<file path="src/rtl/du_dump_serializer.sv">
// Debug dump engine: on i_start it streams PC, RB[0..] and DM[0..] LSB-first to the debug UART.
// Define DUMP_CHECKSUM_EN to append one XOR-of-all-bytes trailer byte after the last DM byte.
module du_dump_serializer #(
    parameter int BYTE        = 8,
    parameter int DWORD       = 32,
    parameter int RB_ADDR     = 5,
    parameter int DM_ADDR     = 5,
    parameter int NB_RB_WORDS = 32,
    parameter int NB_DM_WORDS = 32
) (
    input  logic               i_clock,
    input  logic               i_reset,
    input  logic               i_start,
    input  logic [DWORD-1:0]   i_pc_value,
    input  logic [DWORD-1:0]   i_rb_data,
    input  logic [DWORD-1:0]   i_dm_data,
    input  logic               i_tx_done,
    output logic [RB_ADDR-1:0] o_rb_addr,
    output logic               o_rb_read_enable,
    output logic [DM_ADDR-1:0] o_dm_addr,
    output logic               o_dm_read_enable,
    output logic               o_dm_du_flag,
    output logic [BYTE-1:0]    o_tx_data,
    output logic               o_tx_start,
    output logic               o_busy,
    output logic               o_done
);
    localparam int NB_BYTES = DWORD / BYTE;
    localparam int BI_W     = $clog2(NB_BYTES);
    localparam logic [BI_W-1:0]  LAST_BYTE = BI_W'(NB_BYTES - 1);
    localparam logic [RB_ADDR:0] RB_END    = (RB_ADDR + 1)'(NB_RB_WORDS);
    localparam logic [DM_ADDR:0] DM_END    = (DM_ADDR + 1)'(NB_DM_WORDS);

    typedef enum logic [3:0] {
        IDLE, SEND_PC, RB_REQ, RB_WAIT, DM_REQ, DM_WAIT, SEND_BYTE, WAIT_TX, DONE
    } state_t;

    typedef enum logic [1:0] {PH_PC, PH_RB, PH_DM, PH_CK} phase_t;

    state_t             state_q, state_d;
    phase_t             phase_q, phase_d;
    logic [DWORD-1:0]   word_q, word_d;
    logic [BI_W-1:0]    byte_idx_q, byte_idx_d;
    logic [RB_ADDR:0]   rb_cnt_q, rb_cnt_d;
    logic [DM_ADDR:0]   dm_cnt_q, dm_cnt_d;
    logic [RB_ADDR-1:0] rb_addr_q, rb_addr_d;
    logic [DM_ADDR-1:0] dm_addr_q, dm_addr_d;
    logic               dm_flag_q, dm_flag_d;
    logic [BYTE-1:0]    tx_data_q, tx_data_d;
    logic [BYTE-1:0]    cur_byte;
`ifdef DUMP_CHECKSUM_EN
    logic [BYTE-1:0]    csum_q, csum_d;
`endif

    assign cur_byte = word_q[int'(byte_idx_q) * BYTE +: BYTE];

    always_ff @(posedge i_clock or posedge i_reset) begin
        if (i_reset) begin
            state_q    <= IDLE;
            phase_q    <= PH_PC;
            word_q     <= '0;
            byte_idx_q <= '0;
            rb_cnt_q   <= '0;
            dm_cnt_q   <= '0;
            rb_addr_q  <= '0;
            dm_addr_q  <= '0;
            dm_flag_q  <= 1'b0;
            tx_data_q  <= '0;
        end else begin
            state_q    <= state_d;
            phase_q    <= phase_d;
            word_q     <= word_d;
            byte_idx_q <= byte_idx_d;
            rb_cnt_q   <= rb_cnt_d;
            dm_cnt_q   <= dm_cnt_d;
            rb_addr_q  <= rb_addr_d;
            dm_addr_q  <= dm_addr_d;
            dm_flag_q  <= dm_flag_d;
            tx_data_q  <= tx_data_d;
        end
    end

`ifdef DUMP_CHECKSUM_EN
    always_ff @(posedge i_clock or posedge i_reset) begin
        if (i_reset) begin
            csum_q <= '0;
        end else begin
            csum_q <= csum_d;
        end
    end
`endif

    always_comb begin
        state_d    = state_q;
        phase_d    = phase_q;
        word_d     = word_q;
        byte_idx_d = byte_idx_q;
        rb_cnt_d   = rb_cnt_q;
        dm_cnt_d   = dm_cnt_q;
        rb_addr_d  = rb_addr_q;
        dm_addr_d  = dm_addr_q;
        dm_flag_d  = dm_flag_q;
        tx_data_d  = tx_data_q;
`ifdef DUMP_CHECKSUM_EN
        csum_d     = csum_q;
`endif
        case (state_q)
            IDLE: begin
                if (i_start) begin
                    word_d     = i_pc_value;
                    phase_d    = PH_PC;
                    byte_idx_d = '0;
                    rb_cnt_d   = '0;
                    dm_cnt_d   = '0;
`ifdef DUMP_CHECKSUM_EN
                    csum_d     = '0;
`endif
                    state_d    = SEND_BYTE;
                end
            end
            SEND_BYTE: begin
                tx_data_d = cur_byte;
`ifdef DUMP_CHECKSUM_EN
                if (phase_q != PH_CK) begin
                    csum_d = csum_q ^ cur_byte;
                end
`endif
                state_d = WAIT_TX;
            end
            WAIT_TX: begin
                if (i_tx_done) begin
                    if (phase_q != PH_CK && byte_idx_q != LAST_BYTE) begin
                        byte_idx_d = byte_idx_q + 1'b1;
                        state_d    = SEND_BYTE;
                    end else begin
                        byte_idx_d = '0;
                        // Word finished: pick the next source, or the end of the stream.
                        case (phase_q)
                            PH_PC: begin
                                phase_d   = PH_RB;
                                rb_addr_d = rb_cnt_q[RB_ADDR-1:0];
                                state_d   = RB_REQ;
                            end
                            PH_RB: begin
                                if (rb_cnt_q == RB_END) begin
                                    phase_d   = PH_DM;
                                    dm_addr_d = dm_cnt_q[DM_ADDR-1:0];
                                    dm_flag_d = 1'b1;
                                    state_d   = DM_REQ;
                                end else begin
                                    rb_addr_d = rb_cnt_q[RB_ADDR-1:0];
                                    state_d   = RB_REQ;
                                end
                            end
                            PH_DM: begin
                                if (dm_cnt_q == DM_END) begin
`ifdef DUMP_CHECKSUM_EN
                                    word_d    = DWORD'(csum_q);
                                    phase_d   = PH_CK;
                                    state_d   = SEND_BYTE;
`else
                                    dm_flag_d = 1'b0;
                                    state_d   = DONE;
`endif
                                end else begin
                                    dm_addr_d = dm_cnt_q[DM_ADDR-1:0];
                                    state_d   = DM_REQ;
                                end
                            end
                            default: begin
                                dm_flag_d = 1'b0;
                                state_d   = DONE;
                            end
                        endcase
                    end
                end
            end
            RB_REQ:  state_d = RB_WAIT;
            RB_WAIT: begin
                word_d   = i_rb_data;
                rb_cnt_d = rb_cnt_q + 1'b1;
                state_d  = SEND_BYTE;
            end
            DM_REQ:  state_d = DM_WAIT;
            DM_WAIT: begin
                word_d   = i_dm_data;
                dm_cnt_d = dm_cnt_q + 1'b1;
                state_d  = SEND_BYTE;
            end
            DONE:    state_d = IDLE;
            SEND_PC: state_d = SEND_BYTE;
            default: state_d = IDLE;
        endcase
    end

    assign o_rb_addr        = rb_addr_q;
    assign o_dm_addr        = dm_addr_q;
    assign o_rb_read_enable = (state_q == RB_REQ);
    assign o_dm_read_enable = (state_q == DM_REQ);
    assign o_dm_du_flag     = dm_flag_q;
    assign o_tx_start       = (state_q == SEND_BYTE);
    // The byte is presented together with tx_start, then held from the register.
    assign o_tx_data        = (state_q == SEND_BYTE) ? cur_byte : tx_data_q;
    assign o_busy           = (state_q != IDLE) && (state_q != DONE);
    assign o_done           = (state_q == DONE);

endmodule

</file>
<file path="config.mk">
export PLATFORM = sky130hd
export DESIGN_NAME = du_dump_serializer
export DESIGN_NICKNAME = d
export VERILOG_FILES = /design/src/rtl/du_dump_serializer.sv
export SDC_FILE = /design/constraint.sdc
export NUM_CORES = 1
export LEC_CHECK = 0
export CORE_ASPECT_RATIO = 0.5
export CORE_MARGIN = 8
export CORE_UTILIZATION = 40
export CTS_BUF_LIST = sky130_fd_sc_hd__clkbuf_4 sky130_fd_sc_hd__clkbuf_8
export DETAILED_ROUTE_END_ITERATION = 10
export HOLD_SLACK_MARGIN = 0.15
export PLACE_DENSITY_LB_ADDON = 0.08
export SYNTH_ARGS = -nofsm -noshare
export SYNTH_HDL_FRONTEND = slang
export SYNTH_SLANG_ARGS = --single-unit
</file>
<file path="constraint.sdc">
create_clock -name i_clock -period 2.4 [get_ports i_clock]
set_input_delay 0.72 -clock i_clock [delete_from_list [all_inputs] [get_ports i_clock]]
set_output_delay 0.72 -clock i_clock [all_outputs]
set_load 0.03 [all_outputs]
</file>
==> impl_metrics.json <==
{
  "ys_seq_elements": 71,
  "grt_pass1_vias": 3451,
  "die_h_um": 86.09,
  "wl_um": 10260,
  "cts-root-buf": "clkbuf_8",
  "drtPass1Iterations": 4,
  "power.leakage_nw": 2.452,
  "drive_gt1_share_pct": 17.69,
  "vias": 3213,
  "report.final.setup_viol": 7,
  "hold_viol_final": 0,
  "synth_largest_area_cell": "dfrtp_1",
  "place_congestion": 0.7828,
  "powerDensity_nw_per_um2": 1058,
  "antenna_cells": 0,
  "critPathKind": "reg2out",
  "arrival_ns": 1.85,
  "dr.max_layer_used": "met4",
  "num_rows": 25,
  "dpl.hpwl_um": 7575,
  "ys.flop_type": "dfrtp_1",
  "drcViolationCount": 0,
  "htree_levels": 3,
  "synth_area_leaders": "dfrtp_1, mux2_1, a22oi_1",
  "antenna_found_initial": 0,
  "wl_met3_um": 656,
  "synth_top_area_share_pct": 45.21,
  "synthArstFlopShare_pct": 100.0,
  "overflow": 0,
  "required_ns": 1.68,
  "cts_made_buffers": 9,
  "avgSynthCellArea_um2": 10.77,
  "synth_edf_count": 0,
  "fin_area_um2": 5655,
  "placedCellCount": 623,
  "place_area_um2": 5429,
  "track_usage_pct": 15.91,
  "syn_inst": 365,
  "grt_max_degree": 72,
  "rsz0062_at_grt": "true",
  "nets": 607,
  "routed-wl-met2_um": 4921,
  "ys_warn_count": 0,
  "yosysSeqAreaShare_pct": 45.21,
  "area_growth_syn_to_layout_pct": 43.90,
  "status": "finished with violations",
  "start_util_pct": 41.33,
  "drtAntennaViolNets": 0,
  "start_kind": "flop",
  "ys_types": 47,
  "cts_tree": "done",
  "clock_latency_ns": 0.35,
  "fin_crit_sh_pct": 107.1,
  "drv_cap": 0,
  "boundaryPins": 124,
  "die_area_um2": 13450,
  "peakVddDrop_mv": 0.5283,
  "met1Wirelength_um": 4579,
  "fmax_ghz": 0.3892,
  "die_w_um": 156.2,
  "viasPerCell": 5.036,
  "port_buffers": 123,
  "relSlewSlack_pct": 69.48,
  "crit_path_end_kind": "primary output",
  "holdWs_ns": 0.4838,
  "syn_nets": 470,
  "finalMaxSlewViolations": 0,
  "violations": "setup timing",
  "fin_crit_ns": 2.570,
  "grt_pass1_wl_um": 16930,
  "clockBufferDepth": 2,
  "synth_area_um2": 3930,
  "hp-class": "reg2reg",
  "tightestPinTransition_ns": 0.4577,
  "post-route-worst-setup-slack_ns": -0.1696,
  "coreArea_um2": 9509,
  "clk_pin_slew_worst_paths_ns": 0.07,
  "clock-sinks": 71,
  "wl_per_cell_um": 16.08,
  "cp_max_fo": 8,
  "place_ws_ns": -0.06042,
  "fin_skew_ns": 0.01063,
  "drt_iter0_drc": 162,
  "finalNonFillerCells": 638
}
==> registers in the layout (all words and copies together) (netlist names) <==
signal,flops
phase_q,2
tx_data_q,8
dm_cnt_q,6
o_dm_addr,5
o_dm_du_flag,1
state_q,4
o_rb_addr,5
byte_idx_q,2
rb_cnt_q,6
word_q,32
==> cell usage in the layout, fill, tap and decap left out, types with 4 or more instances in the layout <==
cell type	count
inv_1	41
nand3_1	7
clkdlybuf4s50_1	110
buf_4	26
nor2_1	8
nand4_1	7
o21ai_0	45
mux2_4	8
mux4_2	8
mux2_1	33
a21oi_1	6
clkbuf_8	9
a22oi_1	32
nor2b_1	4
dfrtp_1	71
ha_1	5
nand2_1	11
mux2_2	13
buf_6	8
nor3_1	5
==> stage by stage <==
step	utilization [%]	power (mW)	setup TNS (ns)
6_report	59.47	5.981	-1.102
5_1_grt	59.47	6.435	-1.687
4_1_cts	59.43	6.044	-1.531
3_5_place_dp	57.09	5.015	-0.06042
3_3_place_gp	57.09	4.973	-0.04627
2_1_floorplan	-	3.966	0
==> cells in the mapped netlist (all sizes together) (2+ instances only) <==
cell	number
and3	3
xor2	2
inv	42
nor2b	4
ha	5
nor4	2
nor2	9
buf	9
clkbuf	15
nand2	11
o31ai	3
and4bb	2
o21ai	45
and2	2
a22oi	32
dfrtp	71
and4b	2
nand4	7
mux2	54
a21oi	6
nor3	5
nand3	7
mux2i	2
mux4	8
o211ai	2
==> per-layer routing <==
| layer | vias to the layer above | global-route usage, % |
|---|---|---|
| li1 | 1598 | - |
| met1 | 1533 | 18.96 |
| met3 | 10 | 6.369 |
| met5 | - | 0 |
| met4 | 0 | 4.242 |
| met2 | 72 | 26.33 |
==> worst paths after layout <==
kind                                from            to  slack (ns)  cells after the start
setup / recovery           byte_idx_q[0]  o_tx_data[4]       -0.17                      4
hold / removal                word_q[20]    word_q[20]        0.48                      1
setup reg to reg              state_q[0]    word_q[29]        0.33                      6
hold reg to reg               word_q[20]    word_q[20]        0.48                      1
max in group asynchronous        i_reset     word_q[7]        1.26                      3
min in group asynchronous        i_reset  o_rb_addr[2]        0.80                      3
==> final cells by class <==
type | instances | area, µm²
fillers | 857 | 3854
multi-input cells | 228 | 1928
flip-flops and latches | 71 | 1777
repair buffers | 150 | 1481
well taps | 135 | 168.9
inverters | 42 | 161.4
clock buffers | 9 | 123.9
clock inverters | 3 | 15.01
==> cells by family after synthesis <==
logic type / synth area share, %
buf+inv: 7.004
compound gates: 15.95
xor+xnor: 0.4458
fa+ha+maj: 1.592
flops: 45.21
simple gates: 8.914
mux: 20.89
==> what timing repair did <==
item / 4_1_cts / 5_1_grt
hold buffers: 0 / 0
resized for setup: 23 / 6
setup buffers: 3 / 0
setup endpoints to repair: 10 / 8
==> worst max-delay path: stages, from the launching register on <==
cell and delay, ns:
dfrtp_1 0.39, buf_8 0.17, mux4_2 0.52, mux2_4 0.28
buf_6 0.14
==> where the power goes <==
group	leakage (nW)	internal (mW)	switching (mW)
Sequential	0.849	1.72	0.318
Clock	0.0764	0.346	0.418
Combinational	1.53	1.65	1.53
(Power assumes the default switching activity.)
